==> src/rtl/button_conditioner_if.sv <==
// Pushbutton conditioner bus: raw pins in, debounced level and event pulses out.
interface button_conditioner_if #(
    parameter int N_BTN = 5
);
    logic [N_BTN-1:0] btn_raw;
    logic [N_BTN-1:0] btn_level;
    logic [N_BTN-1:0] btn_press;
    logic [N_BTN-1:0] btn_release;

    // Board / stimulus side: drives the pins, observes the conditioned outputs
    modport master (
        output btn_raw,
        input  btn_level,
        input  btn_press,
        input  btn_release
    );

    // Conditioner side
    modport slave (
        input  btn_raw,
        output btn_level,
        output btn_press,
        output btn_release
    );
endinterface

==> src/rtl/button_conditioner.sv <==
// Per-button pushbutton conditioner: 2-flop synchronizer, counter debounce,
// one-cycle press/release pulses and optional hold-to-repeat press pulses.
// Every button is an independent copy of the same logic.
module button_conditioner #(
    parameter int N_BTN         = 5,
    parameter int STABLE_CYCLES = 1_000_000,
    parameter int REPEAT_EN     = 0,
    parameter int REPEAT_DELAY  = 50_000_000,
    parameter int REPEAT_PERIOD = 20_000_000
) (
    input  logic                  clk,
    input  logic                  rst_n,
    button_conditioner_if.slave   btn_if
);

    // Debounce counter only has to reach STABLE_CYCLES-1
    localparam int DCNT_W = $clog2(STABLE_CYCLES);
    localparam logic [DCNT_W-1:0] DCNT_MAX = DCNT_W'(STABLE_CYCLES - 1);

    // Repeat counter is shared between the initial delay and the period
    localparam int RCNT_TOP = (REPEAT_DELAY > REPEAT_PERIOD) ? REPEAT_DELAY : REPEAT_PERIOD;
    localparam int RCNT_W   = $clog2(RCNT_TOP);
    localparam logic [RCNT_W-1:0] DELAY_MAX  = RCNT_W'(REPEAT_DELAY - 1);
    localparam logic [RCNT_W-1:0] PERIOD_MAX = RCNT_W'(REPEAT_PERIOD - 1);
    localparam bit REPEAT_ON = (REPEAT_EN != 0);

    typedef enum logic [1:0] {
        RELEASED,
        HELD_WAIT,
        HELD_REPEAT
    } rstate_e;

    logic [N_BTN-1:0] sync1_q;
    logic [N_BTN-1:0] sync2_q;
    logic [N_BTN-1:0] level_w;
    logic [N_BTN-1:0] press_w;
    logic [N_BTN-1:0] release_w;

    // Two-flop synchronizer for the asynchronous pins
    always_ff @(posedge clk or negedge rst_n) begin
        if (!rst_n) begin
            sync1_q <= '0;
            sync2_q <= '0;
        end else begin
            sync1_q <= btn_if.btn_raw;
            sync2_q <= sync1_q;
        end
    end

    for (genvar i = 0; i < N_BTN; i++) begin : g_btn
        logic              level_q, level_d;
        logic              press_q, press_d;
        logic              release_q, release_d;
        logic [DCNT_W-1:0] dcnt_q, dcnt_d;
        logic [RCNT_W-1:0] rcnt_q, rcnt_d;
        rstate_e           state_q, state_d;
        logic              rise, fall;

        // Debounce: accept the new level after STABLE_CYCLES disagreeing samples in a row
        always_comb begin
            level_d = level_q;
            dcnt_d  = dcnt_q;
            rise    = 1'b0;
            fall    = 1'b0;
            if (sync2_q[i] == level_q) begin
                dcnt_d = '0;
            end else if (dcnt_q == DCNT_MAX) begin
                level_d = ~level_q;
                dcnt_d  = '0;
                rise    = ~level_q;
                fall    = level_q;
            end else begin
                dcnt_d = dcnt_q + 1'b1;
            end
        end

        // Repeat FSM: a fall always wins over a repeat firing on the same edge
        always_comb begin
            state_d   = state_q;
            rcnt_d    = rcnt_q;
            press_d   = 1'b0;
            release_d = 1'b0;
            if (fall) begin
                release_d = 1'b1;
                rcnt_d    = '0;
                state_d   = RELEASED;
            end else begin
                unique case (state_q)
                    RELEASED: begin
                        if (rise) begin
                            press_d = 1'b1;
                            rcnt_d  = '0;
                            state_d = HELD_WAIT;
                        end
                    end
                    HELD_WAIT: begin
                        // Without repeat the counter parks at the delay limit instead of wrapping
                        if (rcnt_q == DELAY_MAX) begin
                            if (REPEAT_ON) begin
                                press_d = 1'b1;
                                rcnt_d  = '0;
                                state_d = HELD_REPEAT;
                            end
                        end else begin
                            rcnt_d = rcnt_q + 1'b1;
                        end
                    end
                    HELD_REPEAT: begin
                        if (rcnt_q == PERIOD_MAX) begin
                            press_d = 1'b1;
                            rcnt_d  = '0;
                        end else begin
                            rcnt_d = rcnt_q + 1'b1;
                        end
                    end
                    default: begin
                        rcnt_d  = '0;
                        state_d = RELEASED;
                    end
                endcase
            end
        end

        // State and registered outputs; reset discards any debounce/repeat progress silently
        always_ff @(posedge clk or negedge rst_n) begin
            if (!rst_n) begin
                level_q   <= 1'b0;
                press_q   <= 1'b0;
                release_q <= 1'b0;
                dcnt_q    <= '0;
                rcnt_q    <= '0;
                state_q   <= RELEASED;
            end else begin
                level_q   <= level_d;
                press_q   <= press_d;
                release_q <= release_d;
                dcnt_q    <= dcnt_d;
                rcnt_q    <= rcnt_d;
                state_q   <= state_d;
            end
        end

        assign level_w[i]   = level_q;
        assign press_w[i]   = press_q;
        assign release_w[i] = release_q;
    end

    assign btn_if.btn_level   = level_w;
    assign btn_if.btn_press   = press_w;
    assign btn_if.btn_release = release_w;

endmodule

==> src/flat_wrapper.sv <==
// flat-port wrapper written by rule: the top's interface ports become plain ports
module button_conditioner_flat 
#(
    parameter int N_BTN         = 5,
    parameter int STABLE_CYCLES = 1_000_000,
    parameter int REPEAT_EN     = 0,
    parameter int REPEAT_DELAY  = 50_000_000,
    parameter int REPEAT_PERIOD = 20_000_000
)
  (clk, rst_n, btn_if_btn_raw, btn_if_btn_level, btn_if_btn_press, btn_if_btn_release);
  button_conditioner_if #(.N_BTN(N_BTN)) btn_if_i ();
  input  logic clk;
  input  logic rst_n;
  input wire logic [$bits(btn_if_i.btn_raw)-1:0] btn_if_btn_raw;
  output wire logic [$bits(btn_if_i.btn_level)-1:0] btn_if_btn_level;
  output wire logic [$bits(btn_if_i.btn_press)-1:0] btn_if_btn_press;
  output wire logic [$bits(btn_if_i.btn_release)-1:0] btn_if_btn_release;
  assign btn_if_i.btn_raw = btn_if_btn_raw;
  assign btn_if_btn_level = btn_if_i.btn_level;
  assign btn_if_btn_press = btn_if_i.btn_press;
  assign btn_if_btn_release = btn_if_i.btn_release;
  button_conditioner #(.N_BTN(N_BTN), .STABLE_CYCLES(STABLE_CYCLES), .REPEAT_EN(REPEAT_EN), .REPEAT_DELAY(REPEAT_DELAY), .REPEAT_PERIOD(REPEAT_PERIOD)) u_core (.clk(clk), .rst_n(rst_n), .btn_if(btn_if_i));
endmodule
==> config.mk <==
export PLATFORM = sky130hd
export DESIGN_NAME = button_conditioner_flat
export DESIGN_NICKNAME = d
export VERILOG_FILES = /design/src/rtl/button_conditioner_if.sv /design/src/rtl/button_conditioner.sv /design/src/flat_wrapper.sv
export SDC_FILE = /design/constraint.sdc
export NUM_CORES = 1
export LEC_CHECK = 0
export ABC_CLOCK_PERIOD_IN_PS = 2500
export BUFFER_PORTS_ARGS = -buffer_cell sky130_fd_sc_hd__buf_2
export CORE_MARGIN = 5
export CORE_UTILIZATION = 62
export CTS_CLUSTER_SIZE = 12
export DETAILED_ROUTE_END_ITERATION = 10
export GPL_ROUTABILITY_DRIVEN = 0
export GPL_TIMING_DRIVEN = 0
export PLACE_DENSITY_LB_ADDON = 0.1
export RECOVER_POWER = 100
export SLEW_MARGIN = 10
export SYNTH_ARGS = -nofsm -noshare
export SYNTH_HDL_FRONTEND = slang
export SYNTH_SLANG_ARGS = --single-unit
==> constraint.sdc <==
create_clock -name clk -period 2.5 [get_ports clk]
set_clock_uncertainty 0.05 [all_clocks]
set_input_delay 0.25 -clock clk [delete_from_list [all_inputs] [get_ports clk]]
set_output_delay 0.25 -clock clk [all_outputs]
set_load 0.02 [all_outputs]
==> results.yml <==
floorplanning:
  die_h_um: 110
  boundaryPins: 22
  start_util_pct: 63.2
  coreArea_um2: 9730
  dieArea_um2: 12000
  rows: 36
  die_w_um: 110
final_layout:
  final_common_cell: "dfrtp_1"
  final_cell_mix: "dfrtp_1, nor2_1, nand2_1, nand3_1, xnor2_1"
  final_nets: 669
  areaGrowthSynthToFinish_pct: 15.6
  n_antenna_cell: 0
  final_layout_size_suffix_gt1_share_pct: 10.0
pwr:
  p_clk_share_pct: 52.9
  switching_power_uw: 1030
  p_seq_share_pct: 44.4
  p_total_uw: 4870
  swShare_pct: 21.1
  p_leak_uw: 0.00294
  powerDensity_nw_per_um2: 686
  combinationalPowerShare_pct: 2.6
  internal-power_uw: 3840
  ir_worst_vdd_uv: 531
global_routing:
  grt_pass1_vias: 4610
  grt_pass1_wl_mm: 21.2
  antenna_found_initial: 0
  gr-total-overflow: 0
  grt_start_max_net_pins: 79
  track_usage_pct: 22.8
critical_path:
  critPathMaxStageDelay_ns: 0.52
  crit_slowest_cell: "nor4b_1"
  path_cells: "nor4b_1 -> nand4bb_1 -> o21ai_2 -> clkbuf_1 -> nor2_1"
  crit_family: "simple AND/OR/NAND/NOR gates"
  end_kind: "register"
  cp_max_fo: 10
  crit_path_start_kind: "register"
  r2r_slack_ns: 0.17
  regToRegEndpoint: "u_core.g_btn[2].dcnt_q[12]"
  critPathBufInv: 1
  r2r_start: "u_core.g_btn[2].dcnt_q[10]"
  cp.required_ns: 2.85
  worstRegToRegCells: 5
  arrival_ns: 2.68
  crit_type: "register to register"
yosys:
  synth_xor_area_share_pct: 9.26
  seq_area_frac_synth_pct: 52.9
  synth.area.top_cells: "dfrtp_1, xnor2_1, xor2_1"
  synth_area_per_cell_um2: 10.1
  synth_edf_count: 0
  synth_warnings: 0
  synthSimpleGateAreaFrac_pct: 23.9
  yosys.cell_types.count: 38
  synth_cells: 610
  netlist.top_cell.by_area: "dfrtp_1"
  muxShareOfSynthArea_pct: 0.651
  synth_adder_area_share_pct: 1.02
  async_reset_ff_share_pct: 100
  ys.flop_type: "dfrtp_1"
  ys_seq_elements: 130
  synth-compound-area-share_pct: 8.20
  synth_nets: 622
  synth_top_area_share_pct: 52.9
  synth_top_family_by_area: "simple AND/OR/NAND/NOR gates"
  syn-cell-area_um2: 6150
sta:
  worstMarginPinSlew_ns: 1.30
  finalHoldViolCount: 0
  rsz0062_at_grt: "no"
  setup_viol: 0
  min_period_ns: 2.33
  slew_headroom_pct: 13.1
  post-route-period-util_pct: 93.2
  setup_tns_ns: 0
  maxSlewViolCount: 0
  fmax_mhz: 429
drt:
  drt_iter0_drc: 353
  drc_errors: 0
  antenna_left: 0
  wl_per_cell_um: 15.2
  drt-vias-per-instance: 5.79
  routed_wl_mm: 12.2
  drt_pass1_iterations: 4
  vias: 4651
worst_hold_path:
  whs_path_depth: 0
  holdCritStartpoint: "u_core.sync1_q[2]"
  hp-class: "register to register"
  min_to: "u_core.sync2_q[2]"
clock_tree:
  clock-sinks: 130
  postCtsSetupBuffers: 0
  cts_tree: "done"
  cts_max_path_buffers: 2
  numCtsBuffers: 17
  root_buffer: "clkbuf_8"
  path_clk_slew_ns: 0.06
  clkLatencyLatePin_ns: 0.54
  htree_levels: 4
run_status:
  status: "finished clean"
job:
  drv_cap: 0
place:
  hpwlAfterDp_mm: 7.84
  port_buffers: 21
==> metrics by stage <==
stage | hold slack, ns | cells | worst slack [ns] | cell area [µm²] | utilization [%]
global route | 0.304 | 803 | 0.00629 | 7110 | 73.0
global placement | 0.286 | 764 | -0.531 | 6420 | 66.0
detailed placement | 0.186 | 765 | 0.0325 | 6450 | 66.3
CTS | 0.190 | 803 | 0.0170 | 7140 | 73.4
finish | 0.303 | 803 | 0.170 | 7110 | 73.0
floorplan | -0.0956 | 610 | 0.551 | 6150 | -
==> cell type report <==
type	instances	area, µm²
flip-flops and latches	130	3250
plain buffers	28	164
fillers	702	2620
clock inverters	13	183
well taps	133	166
repair buffers	28	161
clock buffers	19	442
multi-input cells	429	2650
inverters	23	86.3
==> how the worst max path moves through the flow <==
stage          cells after the start                         end  slack (ns)                       start
3_5_place_dp                       5   u_core.g_btn[2].dcnt_q[8]        0.03  u_core.g_btn[2].dcnt_q[10]
6_report                           5  u_core.g_btn[2].dcnt_q[12]        0.17  u_core.g_btn[2].dcnt_q[10]
5_1_grt                            5   u_core.g_btn[1].dcnt_q[7]       0.006  u_core.g_btn[1].dcnt_q[16]
2_1_floorplan                      5  u_core.g_btn[1].dcnt_q[18]        0.55   u_core.g_btn[1].dcnt_q[2]
3_3_place_gp                       1   u_core.g_btn[3].dcnt_q[9]       -0.53                       rst_n
4_1_cts                            5   u_core.g_btn[2].dcnt_q[8]        0.02  u_core.g_btn[2].dcnt_q[10]
==> power by group through the flow <==
stage          Clock (µW)  Combinational, µW  Sequential [µW]
6_report             2580                127             2170
5_1_grt              2720                149             2170
4_1_cts              2630                133             2170
3_5_place_dp            0                125             2200
3_3_place_gp            0                116             2200
2_1_floorplan           0               56.2             2190
==> registers in the layout (all words and copies together), names as in the netlist <==
name,cells
u_core.g_btn.dcnt_q,100
u_core.g_btn.level_q,5
u_core.g_btn.press_q,5
u_core.g_btn.release_q,5
u_core.g_btn.state_q,5
u_core.sync1_q,5
u_core.sync2_q,5
==> Yosys cell counts, types with 2 or more instances <==
cell type,n
and4_1,5
nand4_1,18
nand3_1,37
nand2_1,37
o31ai_2,3
nor2_1,70
mux2i_1,4
or4_1,17
buf_4,15
and3_1,14
xor2_1,31
clkbuf_1,11
buf_2,2
ha_1,5
nor4_1,18
o21ai_0,22
or4b_1,2
o311ai_0,4
o31ai_1,16
a21oi_1,30
or2_2,3
or3_1,24
nor4b_1,5
nor3_1,18
xnor2_1,34
inv_1,23
nand4b_1,2
dfrtp_1,130
==> cell families after synthesis <==
family	count (synthesis)
AO/OA/AOI/OAI	80
XOR/XNOR	65
adder cells (fa/ha/maj)	5
buffers and inverters	51
flip-flops	130
multiplexers	4
AND/OR/NAND/NOR	275
==> worst reg2reg max path: cells and delay by family (launching register included) <==
family                 cells  cell delay (ns)
flip-flops                 1             0.41
AND/OR/NAND/NOR            3             0.89
AO/OA/AOI/OAI              1             0.43
buffers and inverters      1             0.41
==> routing by layer <==
layer / global-route usage [%] / share of wire [%] / wire, µm / up-vias
met5: 0 / 0 / 0 / -
met4: 12.4 / 2.8 / 345 / 0
met3: 6.17 / 3.5 / 424 / 32
met2: 36.2 / 50 / 6060 / 86
met1: 28.4 / 44 / 5400 / 2258
li1: - / - / - / 2275
==> timing repair <==
| action | 4_1_cts | 5_1_grt |
|---|---|---|
| endpoints found under the hold margin | 57 | 0 |
| setup endpoints to repair | 0 | 34 |
| hold buffers | 6 | 0 |
| resized for setup | 0 | 6 |
Note: power is estimated with default switching activity, not from simulation.
